===== config.mk =====
export PLATFORM = sky130hd
export DESIGN_NAME = cc_unit_flat
export DESIGN_NICKNAME = d
export VERILOG_FILES = /design/src/rtl/cc_pkg.sv /design/src/rtl/cc_if.sv /design/src/rtl/cond_eval.sv /design/src/rtl/cc_unit.sv /design/src/flat_wrapper.sv
export SDC_FILE = /design/constraint.sdc
export NUM_CORES = 1
export LEC_CHECK = 0
export BUFFER_PORTS_ARGS = -buffer_cell sky130_fd_sc_hd__buf_2
export CAP_MARGIN = 20
export CORE_MARGIN = 2
export CORE_UTILIZATION = 43
export DETAILED_ROUTE_END_ITERATION = 10
export MAX_ROUTING_LAYER = met4
export PLACE_DENSITY = 0.93
export SLEW_MARGIN = 20
export SYNTH_ARGS = -nofsm -noshare
export SYNTH_HDL_FRONTEND = slang
export SYNTH_HIERARCHICAL = 1
export SYNTH_SLANG_ARGS = --single-unit

===== constraint.sdc =====
create_clock -name clk -period 4.3 [get_ports clk]
set_clock_uncertainty 0.05 [all_clocks]
set_input_delay 0.645 -clock clk [delete_from_list [all_inputs] [get_ports clk]]
set_output_delay 0.645 -clock clk [all_outputs]
set_load 0.01 [all_outputs]

===== src/rtl/cc_pkg.sv =====
// Shared definitions for the condition-code unit and its neighbours:
// Y86 condition function codes, ALU op encodings, FSM states and the flag bundle.
package cc_pkg;

    localparam logic [3:0] C_YES = 4'd0;
    localparam logic [3:0] C_LE  = 4'd1;
    localparam logic [3:0] C_L   = 4'd2;
    localparam logic [3:0] C_E   = 4'd3;
    localparam logic [3:0] C_NE  = 4'd4;
    localparam logic [3:0] C_GE  = 4'd5;
    localparam logic [3:0] C_G   = 4'd6;

    localparam logic [1:0] ALU_ADD = 2'b00;
    localparam logic [1:0] ALU_SUB = 2'b01;
    localparam logic [1:0] ALU_AND = 2'b10;
    localparam logic [1:0] ALU_XOR = 2'b11;

    typedef enum logic {
        RUN    = 1'b0,
        FROZEN = 1'b1
    } state_t;

    typedef struct packed {
        logic zf;
        logic sf;
        logic of;
    } flags_t;

    // Architectural flags after reset: the machine looks as if it produced a zero.
    localparam flags_t FLAGS_RESET = '{zf: 1'b1, sf: 1'b0, of: 1'b0};

endpackage


===== src/rtl/cc_if.sv =====
// Bundle of ALU-result, condition-query and flag-status signals around cc_unit.
// The master side (pipeline) drives results and queries; the slave side (cc_unit)
// returns the condition answer and the architectural flags.
interface cc_if #(
    parameter int W     = 64,
    parameter int CNT_W = 16
);
    logic             res_valid;
    logic [W-1:0]     alu_ans;
    logic             alu_ovf;
    logic [1:0]       alu_sel;
    logic             set_cc;
    logic             exc;
    logic             cnd_req;
    logic [3:0]       cnd_ifun;
    logic             cnd;
    logic             cnd_valid;
    logic             cnd_err;
    logic             zf;
    logic             sf;
    logic             of;
    logic             frozen;
    logic [CNT_W-1:0] upd_cnt;

    modport master (
        output res_valid, alu_ans, alu_ovf, alu_sel, set_cc, exc, cnd_req, cnd_ifun,
        input  cnd, cnd_valid, cnd_err, zf, sf, of, frozen, upd_cnt
    );

    modport slave (
        input  res_valid, alu_ans, alu_ovf, alu_sel, set_cc, exc, cnd_req, cnd_ifun,
        output cnd, cnd_valid, cnd_err, zf, sf, of, frozen, upd_cnt
    );
endinterface


===== src/rtl/cond_eval.sv =====
// Purely combinational Y86 condition evaluator; also shared with fetch/PC-select.
// Codes 7..15 are not conditions: they answer false and raise err.
module cond_eval
    import cc_pkg::*;
(
    input  flags_t     flags,
    input  logic [3:0] ifun,
    output logic       cnd,
    output logic       err
);
    logic lt;

    // Decode the condition code against the supplied flags.
    always_comb begin
        lt  = flags.sf ^ flags.of;
        cnd = 1'b0;
        err = 1'b0;
        case (ifun)
            C_YES:   cnd = 1'b1;
            C_LE:    cnd = lt | flags.zf;
            C_L:     cnd = lt;
            C_E:     cnd = flags.zf;
            C_NE:    cnd = ~flags.zf;
            C_GE:    cnd = ~lt;
            C_G:     cnd = ~lt & ~flags.zf;
            default: err = 1'b1;
        endcase
    end
endmodule


===== src/rtl/cc_unit.sv =====
// Condition-code unit: holds ZF/SF/OF, locks them once a later stage reports an
// exception, answers condition queries one cycle later and counts flag updates.
module cc_unit #(
    parameter int W     = 64,
    parameter int CNT_W = 16
) (
    input logic clk,
    input logic rst_n,
    cc_if.slave bus
);
    import cc_pkg::*;

    state_t           state;
    state_t           state_next;
    flags_t           flags;
    flags_t           flags_new;
    flags_t           flags_eval;
    logic             accept;
    logic             eval_cnd;
    logic             eval_err;
    logic [CNT_W-1:0] cnt;
    logic             cnd_q;
    logic             cnd_valid_q;
    logic             cnd_err_q;

    // State register; reset always returns to RUN.
    always_ff @(posedge clk) begin
        if (!rst_n) state <= RUN;
        else        state <= state_next;
    end

    // Next state: an exception freezes the flags until the next reset.
    always_comb begin
        state_next = state;
        case (state)
            RUN:     if (bus.exc) state_next = FROZEN;
            FROZEN:  state_next = FROZEN;
            default: state_next = state;
        endcase
    end

    // FSM outputs: frozen indicator and the update-accept qualifier.
    always_comb begin
        bus.frozen = (state == FROZEN);
        accept     = bus.res_valid && bus.set_cc && !bus.exc && (state == RUN);
    end

    // Candidate flags from the ALU result; logical ops never overflow. Queries see
    // the candidate in the cycle it is accepted so a compare can feed a branch directly.
    always_comb begin
        flags_new.zf = (bus.alu_ans == '0);
        flags_new.sf = bus.alu_ans[W-1];
        flags_new.of = ((bus.alu_sel == ALU_ADD) || (bus.alu_sel == ALU_SUB)) ? bus.alu_ovf : 1'b0;
        flags_eval   = accept ? flags_new : flags;
    end

    cond_eval u_cond_eval (
        .flags (flags_eval),
        .ifun  (bus.cnd_ifun),
        .cnd   (eval_cnd),
        .err   (eval_err)
    );

    // Flag register and saturating update counter.
    always_ff @(posedge clk) begin
        if (!rst_n) begin
            flags <= FLAGS_RESET;
            cnt   <= '0;
        end else if (accept) begin
            flags <= flags_new;
            if (cnt != {CNT_W{1'b1}}) cnt <= cnt + 1'b1;
        end
    end

    // Query response register; answer and error hold between queries.
    always_ff @(posedge clk) begin
        if (!rst_n) begin
            cnd_q       <= 1'b0;
            cnd_valid_q <= 1'b0;
            cnd_err_q   <= 1'b0;
        end else begin
            cnd_valid_q <= bus.cnd_req;
            if (bus.cnd_req) begin
                cnd_q     <= eval_cnd;
                cnd_err_q <= eval_err;
            end
        end
    end

    assign bus.cnd       = cnd_q;
    assign bus.cnd_valid = cnd_valid_q;
    assign bus.cnd_err   = cnd_err_q;
    assign bus.zf        = flags.zf;
    assign bus.sf        = flags.sf;
    assign bus.of        = flags.of;
    assign bus.upd_cnt   = cnt;
endmodule

===== src/flat_wrapper.sv =====
// flat-port wrapper written by rule: the top's interface ports become plain ports
module cc_unit_flat import cc_pkg::*;
#(
    parameter int W     = 64,
    parameter int CNT_W = 16
)
  (clk, rst_n, bus_res_valid, bus_alu_ans, bus_alu_ovf, bus_alu_sel, bus_set_cc, bus_exc, bus_cnd_req, bus_cnd_ifun, bus_cnd, bus_cnd_valid, bus_cnd_err, bus_zf, bus_sf, bus_of, bus_frozen, bus_upd_cnt);
  cc_if #(.W(W), .CNT_W(CNT_W)) bus_i ();
  input logic clk;
  input logic rst_n;
  input wire logic [$bits(bus_i.res_valid)-1:0] bus_res_valid;
  input wire logic [$bits(bus_i.alu_ans)-1:0] bus_alu_ans;
  input wire logic [$bits(bus_i.alu_ovf)-1:0] bus_alu_ovf;
  input wire logic [$bits(bus_i.alu_sel)-1:0] bus_alu_sel;
  input wire logic [$bits(bus_i.set_cc)-1:0] bus_set_cc;
  input wire logic [$bits(bus_i.exc)-1:0] bus_exc;
  input wire logic [$bits(bus_i.cnd_req)-1:0] bus_cnd_req;
  input wire logic [$bits(bus_i.cnd_ifun)-1:0] bus_cnd_ifun;
  output wire logic [$bits(bus_i.cnd)-1:0] bus_cnd;
  output wire logic [$bits(bus_i.cnd_valid)-1:0] bus_cnd_valid;
  output wire logic [$bits(bus_i.cnd_err)-1:0] bus_cnd_err;
  output wire logic [$bits(bus_i.zf)-1:0] bus_zf;
  output wire logic [$bits(bus_i.sf)-1:0] bus_sf;
  output wire logic [$bits(bus_i.of)-1:0] bus_of;
  output wire logic [$bits(bus_i.frozen)-1:0] bus_frozen;
  output wire logic [$bits(bus_i.upd_cnt)-1:0] bus_upd_cnt;
  assign bus_i.res_valid = bus_res_valid;
  assign bus_i.alu_ans = bus_alu_ans;
  assign bus_i.alu_ovf = bus_alu_ovf;
  assign bus_i.alu_sel = bus_alu_sel;
  assign bus_i.set_cc = bus_set_cc;
  assign bus_i.exc = bus_exc;
  assign bus_i.cnd_req = bus_cnd_req;
  assign bus_i.cnd_ifun = bus_cnd_ifun;
  assign bus_cnd = bus_i.cnd;
  assign bus_cnd_valid = bus_i.cnd_valid;
  assign bus_cnd_err = bus_i.cnd_err;
  assign bus_zf = bus_i.zf;
  assign bus_sf = bus_i.sf;
  assign bus_of = bus_i.of;
  assign bus_frozen = bus_i.frozen;
  assign bus_upd_cnt = bus_i.upd_cnt;
  cc_unit #(.W(W), .CNT_W(CNT_W)) u_core (.clk(clk), .rst_n(rst_n), .bus(bus_i));
endmodule

==> Word level (Yosys, flattened, before mapping) <==
Cells that the tools add are included.
{ "classes": {"addsub": 1, "eq_ne": 8, "muxes": 6, "bitwise": 6, "reduce_logical": 10} }
{ "op_table": {"columns": ["op", "count"], "rows": [
  ["zero test 64 bit", 1],
  ["adder 16 x 1 -> 16 bit (second input constant)", 1],
  ["inequality test 16 bit (second input constant)", 1],
  ["== test 4 x 3 -> 1 bit (second input constant)", 3],
  ["== test 4 x 2 -> 1 bit (second input constant)", 2],
  ["case mux 1 bit (7 select lines)", 1],
  ["OR reduction 7 bit", 1],
  ["== test 4 x 1 -> 1 bit (second input constant)", 1],
  ["zero test 4 bit", 1],
  ["logical AND 1 bit", 3],
  ["2-to-1 mux 1 bit", 3],
  ["2-to-1 mux 3 bit", 1],
  ["inverter 1 bit", 3],
  ["== test 2 x 1 -> 1 bit (second input constant)", 1],
  ["zero test 2 bit", 1],
  ["case mux 1 bit (2 select lines)", 1],
  ["AND reduction 2 bit", 1],
  ["AND 1 bit", 1],
  ["zero test 1 bit", 1],
  ["logical OR 1 bit", 1],
  ["OR 1 bit", 1],
  ["bitwise XOR 1 bit", 1]
]} }
{ "totals": {"register_bits": 23, "output_inout_bits": 23, "elab_cells": 39} }

==> Depth between registers and ports, before layout <==
Gate-level depths: netlist of the first run.
{ "logic_depth": {"ltp_word": 8, "depth_mapped": 10} }

==> Cells and area by module <==
Netlist of the first run, hierarchy kept.
{ "by_module_without_submodules": {"columns": ["module", "instances", "cells_each", "area_each_um2", "seq_area_each_um2"], "rows": [
  ["cc_unit", 1, 149, 1241.2, 460.4],
  ["cond_eval", 1, 11, 90.1, 0.0]
]} }

==> Worst setup path before layout of the first run <==
No wires, ideal clock.
{ "synth_timing": {"kind": "input to register", "from": "input bus_alu_ans[50]", "to": "register u_core.cnd_q (netlist: u_core/bus.cnd)", "setup_time_ns": 0.128, "arrival_time_ns": 2.247, "required_time_ns": 4.122, "path_slack_ns": 1.875, "path_stages": 9, "n_path_buf": 0, "path_cell_list": "nor4_1 > nand4_1 > or4_1 > o21ai_0 > nor4_1 > nor3_1 > nand3_1 > mux2i_1 > nor2_1"} }
{ "synth_rtl": {"columns": ["element", "line_no", "rtl"], "rows": [
  ["from (decl)", "flat_wrapper.sv:12", "input wire logic [$bits(bus_i.alu_ans)-1:0] bus_alu_ans;"],
  ["to (signal assigned)", "cc_unit.sv:84", "cnd_q <= eval_cnd;"],
  ["to (decl)", "cc_unit.sv:22", "logic cnd_q;"]
]} }

==> qor.yml, run 1 <==
start_util_pct: 44.3
worst_slew_pin_slew_ns: 0.712
cts_tree: "built"
synthSimpleGateAreaFrac_pct: 41.9
synthDistinctLibCells: 39
antenna_found_initial: 0
final_antenna_net_count: 0
p_per_area_nw_per_um2: 204
syn-cell-area_um2: 1330
slowest_stage: "or4_1"
min_period_ns: 2.53
postCtsHoldBufs: 0
setup-tns-final_ns: 0
overflow: 0
total_power_mw: 0.382
grt_setup_unrepaired: "false"
synthToLayoutAreaGrowth_pct: 40.9
clock_sinks: 23
slew_headroom_pct: 52.2
crit_family: "simple AND/OR/NAND/NOR gates"
cts_setup_buffers: 0
dr.first_iter.drc_count: 103
worstSetupPathType: "input pin to flop"
crit_chain: "buf_2 > nor4_1 > nand4_1 > or4_1 > o21ai_0 > nor4_1 > nor3_1 > nand3_1 > mux2i_1 > nor2_1"
ys_warn_count: 6
synth-edff-count: 0
synth_top_family_by_area: "simple AND/OR/NAND/NOR gates"
required_ns: 4.44
ir_worst_vdd_mv: 0.0983
cts_buffers: 3
place_hpwl_um: 3080
avgRoutedWirePerCell_um: 13.4
cpPeakStageDelay_ns: 0.49
gp_congestion: 0.848
synth_compound_area_share_pct: 11.6
drc: 0
rows: 20
num_antenna_cells: 0
io_pins: 100
setup_viol: 0
async_flop_share_pct: 0
die_y_um: 59.6
nFillCells: 267
wirelength_um: 3870
timing.final.crit_share_pct: 58.7
first_global_vias: 1489
synth-xor-area-share_pct: 0.658
synth_mux_area_share_pct: 6.86
status: "finished clean"
ys_seq_area_share_pct: 34.6
viasPerCell: 5.78
cts-root-buf: "clkbuf_4"
synth_seq_cells: 23
grt_pass1_wl_um: 6060
cpMostUsedCell: "nor4_1"
clk_latency_ns: 0.31
drive_above_1_share_pct: 43.5
die_area_um2: 3560
grt_max_degree: 19
drt-pass1-iter-count: 4
worstPathArrival_ns: 2.67
clk_pin_slew_ns: 0.12
chipWidth_um: 59.6
endpoint_kind: "flop"
coreArea_um2: 3000
h-tree-depth: 1
worst_hold_slack_ns: 0.437
drv_slew: 0
min_path_type: "flop to flop"
clock.fmax_mhz: 396
seqCellArea_um2: 460
crit_buf_inv: 1
syn_nets: 238
track_usage_pct: 22.3
synthFlopType: "dfxtp_1"
p_leak_nw: 0.826
syn_avg_cell_area_um2: 8.32
cts_resized: 0
hold_viol: 0
layout.nets: 334
synth_adder_area_share_pct: 0.940
postLayoutCoreUtil_pct: 62.5
cap_viol_max_count: 0
clock_path_buffers: 2
cp_max_fo: 3
placement.io_buffers: 98
cp-start-kind: "input pin"
via_count: 1665
multi_input_area_um2: 833
synthCells: 160
-- cells in the mapped netlist, types with 3 or more instances --
cell | n | share of area (%)
nor4_1 | 24 | 11
dfxtp_1 | 23 | 35
nand2_1 | 13 | 3.7
a21oi_1 | 9 | 3.4
nand4_1 | 9 | 4.2
mux2i_1 | 8 | 6.0
clkbuf_1 | 7 | 2.0
nand2b_1 | 6 | 2.8
nor2_1 | 6 | 1.7
o31ai_1 | 6 | 3.4
or4_1 | 6 | 3.4
nand3_1 | 5 | 1.9
inv_1 | 4 | 1.1
nor3_1 | 4 | 1.5
o21ai_0 | 4 | 1.5
and2_1 | 3 | 1.4
-- logic make-up after synthesis --
| group | Yosys count |
|---|---|
| compound gates | 24 |
| xor+xnor | 1 |
| fa+ha+maj | 1 |
| buf+inv | 12 |
| flops | 23 |
| mux | 9 |
| simple gates | 90 |
-- power breakdown --
| part | switching (mW) | total [mW] | internal (mW) |
|---|---|---|---|
| sequential | 0.00225 | 0.219 | 0.217 |
| combinational | 0.0283 | 0.0645 | 0.0362 |
| clock | 0.0637 | 0.0983 | 0.0347 |
-- cells in the final DEF (no fill, tap or decap), types with 3 or more instances in the layout --
cell / count
a21oi_1: 9
and2_1: 3
buf_2: 98
clkbuf_4: 3
dfxtp_1: 23
inv_1: 4
mux2i_1: 8
nand2_1: 13
nand2b_1: 6
nand3_1: 5
nand4_1: 9
nor2_1: 6
nor3_1: 4
nor4_1: 24
o21ai_0: 4
o31ai_1: 6
or4_1: 6
-- through the flow --
stage | cell area [um2] | std cells | worst slack [ns]
global placement | 1840 | 284 | 1.49
global route | 1880 | 288 | 1.61
detailed placement | 1840 | 284 | 1.49
CTS | 1870 | 288 | 1.82
finish | 1880 | 288 | 1.77
floorplan | 1330 | 160 | 1.88
-- final timing paths --
path                     start                end  slack [ns]  cells past startpoint
max reg2reg  u_core/bus.frozen     u_core/bus.cnd        1.92                      8
min reg2reg  u_core/bus.frozen  u_core/bus.frozen        0.44                      2
min          u_core/bus.frozen  u_core/bus.frozen        0.44                      2
max             bus_alu_ans[2]     u_core/bus.cnd        1.77                     10
-- worst min-delay path, cell delays in order, from the launching register on --
cell and delay [ns]:
dfxtp_1 0.33, nor2_1 0.08, nor2_1 0.04
-- per-layer routing --
metal  track usage (%)  part of all wire [%]  vias up
met5                 -                     0        -
met4              6.03                  0.34        0
met3              1.97                   6.5        2
met2              41.3                    54       79
met1              25.2                    39      762
li1                  -                     -      822
-- registers in the layout, indices dropped and copies added (netlist names) --
| register | cells |
|---|---|
| u_core/bus.cnd | 1 |
| u_core/bus.of | 1 |
| u_core/bus.sf | 1 |
| u_core/bus.upd_cnt | 16 |
| u_core/bus.frozen | 1 |
| u_core/bus.cnd_err | 1 |
| u_core/bus.zf | 1 |
| u_core/bus.cnd_valid | 1 |
-- cell type report --
class / count / share of cell area, %
clock inverter: 1 / 0.267
multi-input combinational: 125 / 44.4
inverter: 4 / 0.801
timing repair buffer: 99 / 26.6
tap: 33 / 2.20
clock buffer: 3 / 1.20
sequential: 23 / 24.5
(Power assumes the default switching activity.)
==> run 2: changes to the inputs <==
Settings changed: ABC_AREA from default to 1, CORE_UTILIZATION 43 to 38, PLACE_DENSITY 0.93 to 0.84.
Clock period 4.3 ns to 2.05 ns, I/O delays scaled along.
==> qor.yml, run 2 <==
io_pins: 100  # unchanged
clock_path_buffers: 2  # unchanged
cts_setup_buffers: 0  # unchanged
syn_nets: 334  # +40%
rows: 23  # +15%
wl_met2_um: 1950  # -6.7%
via_count: 1845  # +11%
avgRoutedWirePerCell_um: 10.1  # -25%
gp_congestion: 0.831  # -2.0%
required_ns: 2.16  # -2.28 ns
clk_latency_ns: 0.26  # -0.05 ns
grt_pass1_wl_um: 6530  # +7.9%
ys_seq_area_share_pct: 29.5  # -5.1 points
num_antenna_cells: 0  # unchanged
cts_buffers: 3  # unchanged
wirelength_um: 4080  # +5.5%
synth-edff-count: 0  # unchanged
drc: 0  # unchanged
cts-root-buf: "clkbuf_8"
synth_area_leaders: "dfxtp_1 (29%), nand2_1 (18%), nor2_1 (17%)"
placement.io_buffers: 98  # unchanged
ys_warn_count: 6  # unchanged
synth_top_area_cell: "dfxtp_1"
drt-pass1-iter-count: 6  # +2
async_flop_share_pct: 0  # unchanged
synthToLayoutAreaGrowth_pct: 36.8
die_y_um: 68.1  # +14%
setup-tns-final_ns: 0  # unchanged
largest_reg_flops: 16  # unchanged
ir_worst_vdd_mv: 0.180  # +83%
start_util_pct: 39.4  # -5.0 points
min_path_type: "input pin to flop"
synthFlopType: "dfxtp_1"
syn-cell-area_um2: 1560  # +17%
chipWidth_um: 68.1  # +14%
cts_resized: 0  # unchanged
layout.nets: 434  # +30%
overflow: 0  # unchanged
cp_max_fo: 6  # +3
antenna_found_initial: 0  # unchanged
min_period_ns: 1.77
layout_commonest_cell: "buf_2"
drive_above_1_share_pct: 36.9  # -6.6 points
setup_viol: 0  # unchanged
yosysMostFrequentCell: "nand2_1"
p_leak_nw: 1.04  # +25%
cp-start-kind: "flop"
routed-wl-met3_um: 228  # -9.5%
nFillCells: 389  # +46%
highest_layer: "met4"
synth_seq_cells: 23  # unchanged
p_per_area_nw_per_um2: 421  # +110%
met1_length_um: 1860  # +23%
total_power_mw: 0.900  # +140%
coreArea_um2: 3970  # +32%
viasPerCell: 4.56  # -21%
endpoint_kind: "flop"
clock_sinks: 23  # unchanged
synthDistinctLibCells: 23  # -41%
cap_viol_max_count: 0  # unchanged
cts_tree: "built"
clk_pin_slew_ns: 0.08  # -0.04 ns
final_antenna_net_count: 0  # unchanged
netlist_top_cells_count: "nand2_1 (76), nor2_1 (71), dfxtp_1 (23), inv_1 (18), nand3_1 (11)"
layout_common_cells: "buf_2 (98), nand2_1 (76), nor2_1 (71)"
worstPathArrival_ns: 1.88  # -0.79 ns
postCtsHoldBufs: 0  # unchanged
slew_headroom_pct: 60.4  # +8.3 points
synth_top_cell_area_share_pct: 29.5  # -5.1 points
hold_viol: 0  # unchanged
syn_avg_cell_area_um2: 6.10  # -27%
dr.first_iter.drc_count: 47  # -54%
track_usage_pct: 18.4  # -3.9 points
place_hpwl_um: 3350  # +8.8%
clock.fmax_mhz: 565
worstSetupPathType: "flop to flop"
grt_setup_unrepaired: "false"
status: "finished clean"
preCtsSetupSlack_ns: 0.157  # -1.34 ns
synthCells: 256  # +60%
fin_ws_ns: 0.282  # -1.49 ns
worst_slew_pin_slew_ns: 0.593  # -0.119 ns
timing.final.crit_share_pct: 86.3
die_area_um2: 4640  # +30%
h-tree-depth: 1  # unchanged
drv_slew: 0  # unchanged
grt_max_degree: 19  # unchanged
first_global_vias: 1636  # +9.9%
-- run 2: cell types whose count changed in the layout (fill, tap and decap cells not counted), sizes merged, moves of 6 or more --
cell    previous run  this run
nand2             13        83
nor4              25         0
nand3              6        13
mux2i              8         0
nand2b             6         0
inv                4        19
o31ai              6         0
or4                7         0
nor2               6        78
a21oi              9        15
-- run 2: final cells by class --
class / count / area (um2) / share of cell area (%)
Clock buffer: 4 / 45.0 / 2.11
Inverter: 19 / 71.3 / 3.34
Multi-Input combinational cell: 210 / 1000 / 46.8
Sequential cell: 23 / 460 / 21.5
Tap cell: 50 / 62.6 / 2.93
Timing Repair Buffer: 99 / 498 / 23.3
-- run 2: worst max-delay path, stage by stage, from the launching register on --
cell	delay (ns)
dfxtp_1	0.32
nor2_1	0.15
nand3_2	0.19
or2_2	0.32
o21ai_0	0.11
inv_1	0.09
inv_1	0.06
nand2_1	0.06
nand3_1	0.06
nand2_1	0.05
nand2_1	0.05
nand2_1	0.04
nor2_1	0.09
nor2_1	0.05
-- run 2: report_power, final --
group / leakage, nW / internal, mW / total (mW) / switching, mW
Combinational: 0.826 / 0.0817 / 0.158 / 0.0763
Clock: 0.0228 / 0.139 / 0.282 / 0.143
Sequential: 0.187 / 0.455 / 0.461 / 0.00517
Total: 1.04 / 0.676 / 0.900 / 0.224
-- run 2: cell families after synthesis --
kind of cell	Yosys count	synth area share [%]
xor+xnor	6	3.36
fa+ha+maj	1	0.801
buf+inv	23	6.48
simple gates	183	50.8
flops	23	29.5
compound gates	20	9.05
-- run 2: layer usage --
layer  global-route usage (%)  up-vias
met1                     21.2      793
met3                     3.29        6
li1                         -      996
met5                        -        -
met4                     5.75        0
met2                     32.4       50
-- run 2: worst paths after layout --
kind / to / slack (ns) / depth (start not counted) / from
hold reg to reg: u_core/bus.zf / 0.45 / 2 / u_core/bus.zf
hold / removal: u_core/bus.cnd_valid / 0.22 / 3 / bus_cnd_req
setup / recovery: u_core/bus.cnd / 0.28 / 13 / u_core/bus.frozen
setup reg to reg: u_core/bus.cnd / 0.28 / 13 / u_core/bus.frozen
-- run 2: per-stage QoR --
stage / cell area [um2] / std cells / hold WS, ns / util (%)
after detailed placement: 2090 / 401 / 0.425 / 52.7
after global routing: 2140 / 405 / 0.229 / 53.8
after global placement: 2090 / 401 / 0.413 / 52.7
final: 2140 / 405 / 0.215 / 53.8
after floorplan: 1560 / 256 / 0.351 / -
after CTS: 2140 / 405 / 0.212 / 53.8
==> run 3: changes to the inputs <==
Settings changed: ABC_AREA 1 to default, CORE_UTILIZATION 38 to 36.
==> qor.yml, run 3 (synthesized netlist as in run 1, its figures left out) <==
synthToLayoutAreaGrowth_pct: 53.5
cts_buffers: 3  # unchanged
cpPeakStageDelay_ns: 0.52  # +0.20 ns
avgRoutedWirePerCell_um: 13.3  # +32%
io_pins: 100  # unchanged
track_usage_pct: 19.9  # +1.5 points
total_power_mw: 0.891  # -0.98%
r2r_cells: 5  # -8
num_antenna_cells: 0  # unchanged
dr.first_iter.drc_count: 64  # +36%
setup-tns-final_ns: 0  # unchanged
hold_viol: 0  # unchanged
drv_slew: 0  # unchanged
coreArea_um2: 3610  # -9.2%
hold_start: "bus_exc"
grt_setup_unrepaired: "true"
wirelength_um: 4110  # +0.66%
cpMostUsedCell: "nor4_1"
die_y_um: 64.8  # -4.9%
largest_reg_flops: 16  # unchanged
layout_commonest_cell: "buf_2"
setup_viol: 0  # unchanged
cts-root-buf: "clkbuf_8"
p_leak_nw: 0.857  # -17%
rows: 22  # -4.3%
drt-pass1-iter-count: 4  # -2
postCtsHoldBufs: 0  # unchanged
r2r_slack_ns: 0.18  # -0.10 ns
worstSetupPathType: "input pin to flop"
min_period_ns: 1.94  # +0.175 ns
worst_hold_slack_ns: 0.236  # +0.0206 ns
dp_cells: 305  # -24%
crit_chain: "buf_2 > nor4_1 > nand4_1 > or4_4 > o21ai_4 > nor4_1 > nor3_1 > nand3_1 > mux2i_1 > nor2_1"
min_path_type: "input pin to flop"
fin_ws_ns: 0.107  # -0.175 ns
grt_max_degree: 19  # unchanged
slew_headroom_pct: 67.5  # +7.1 points
layout_common_cells: "buf_2 (98), dfxtp_1 (23), nor4_1 (14)"
final_antenna_net_count: 0  # unchanged
cts_setup_buffers: 0  # unchanged
min_path_cells: 3  # unchanged
start_util_pct: 36.9  # -2.4 points
gp_congestion: 0.897  # +8.0%
chipWidth_um: 64.8  # -4.9%
drc: 0  # unchanged
cts_tree: "built"
crit_buf_inv: 1  # -1
first_global_vias: 1507  # -7.9%
worstPathArrival_ns: 2.03  # +0.15 ns
place_hpwl_um: 3230  # -3.7%
clock_path_buffers: 2  # unchanged
antenna_found_initial: 0  # unchanged
layout.nets: 340  # -22%
worst_slew_pin_slew_ns: 0.483  # -0.110 ns
nFillCells: 336  # -14%
p_per_area_nw_per_um2: 436  # +3.6%
crit_family: "simple AND/OR/NAND/NOR gates"
endpoint_kind: "flop"
cp-start-kind: "input pin"
status: "finished clean"
timing.rr.start: "u_core/bus.upd_cnt[0]"
overflow: 0  # unchanged
reg2reg_to: "u_core/bus.upd_cnt[8]"
clk_latency_ns: 0.26  # about the same
slowest_stage: "or4_4"
h-tree-depth: 1  # unchanged
required_ns: 2.14  # -0.02 ns
multi_input_area_um2: 920  # -8.1%
die_area_um2: 4200  # -9.5%
cap_viol_max_count: 0  # unchanged
fin_cells: 309  # -24%
preCtsSetupSlack_ns: -0.385  # -0.542 ns
clock.fmax_mhz: 515  # -9.0%
clock_sinks: 23  # unchanged
ir_worst_vdd_mv: 0.237  # +32%
drive_above_1_share_pct: 49.0  # +12 points
clk_pin_slew_ns: 0.08  # about the same
hold_path_end: "u_core/bus.frozen"
seqCellArea_um2: 460  # unchanged
cp_max_fo: 3  # -3
via_count: 1678  # -9.1%
grt_pass1_wl_um: 6430  # -1.6%
viasPerCell: 5.43  # +19%
placement.io_buffers: 98  # unchanged
timing.final.crit_share_pct: 94.8  # +8.5 points
==> run 3: timing repair <==
action | 4_1_cts | 5_1_grt
pin swaps | 0 | 2
endpoints found under the setup margin | 1 | 2
resized for setup | 3 | 13
endpoints found under the hold margin | 0 | 0
==> run 3: metal layers <==
metal | vias up | part of all wire, % | track usage [%]
li1 | 835 | - | -
met1 | 743 | 35 | 21.0
met2 | 86 | 54 | 36.1
met3 | 14 | 8.3 | 4.86
met4 | 0 | 2.2 | 6.91
met5 | - | 0 | -
==> run 3: stage by stage <==
step           util (%)  cell area [um2]
2_1_floorplan         -             1330
3_3_place_gp       52.8             1900
3_5_place_dp       52.8             1900
4_1_cts            54.5             1970
5_1_grt            56.7             2040
6_report           56.7             2040
==> run 3: where the power goes <==
group          total (mW)  internal (mW)  switching [mW]
combinational       0.154         0.0820          0.0720
clock               0.279          0.139           0.140
sequential          0.459          0.454         0.00444
==> run 3: layout make-up <==
type / count / area share (%)
Clock buffer: 4 / 2.20
Inverter: 4 / 0.735
Multi-Input combinational cell: 125 / 45.0
Tap cell: 48 / 2.94
Sequential cell: 23 / 22.5
Timing Repair Buffer: 105 / 26.6
==> run 3: worst max path at each step <==
stage | start | end | slack [ns] | depth (start not counted)
2_1_floorplan | u_core/bus.frozen | u_core/bus.cnd | 0.01 | 9
3_3_place_gp | bus_alu_ans[50] | u_core/bus.cnd | -0.38 | 10
3_5_place_dp | bus_alu_ans[50] | u_core/bus.cnd | -0.38 | 10
4_1_cts | bus_alu_ans[50] | u_core/bus.cnd | 0.01 | 10
5_1_grt | bus_alu_ans[2] | u_core/bus.cnd | -0.1 | 10
6_report | bus_alu_ans[2] | u_core/bus.cnd | 0.11 | 10
==> run 3: worst register-to-register path, cell delays in order, from the launching register on <==
cell	delay [ns]
dfxtp_1	0.40
ha_1	0.19
nand4_1	0.19
or2_1	0.34
or4_1	0.50
a21oi_1	0.15
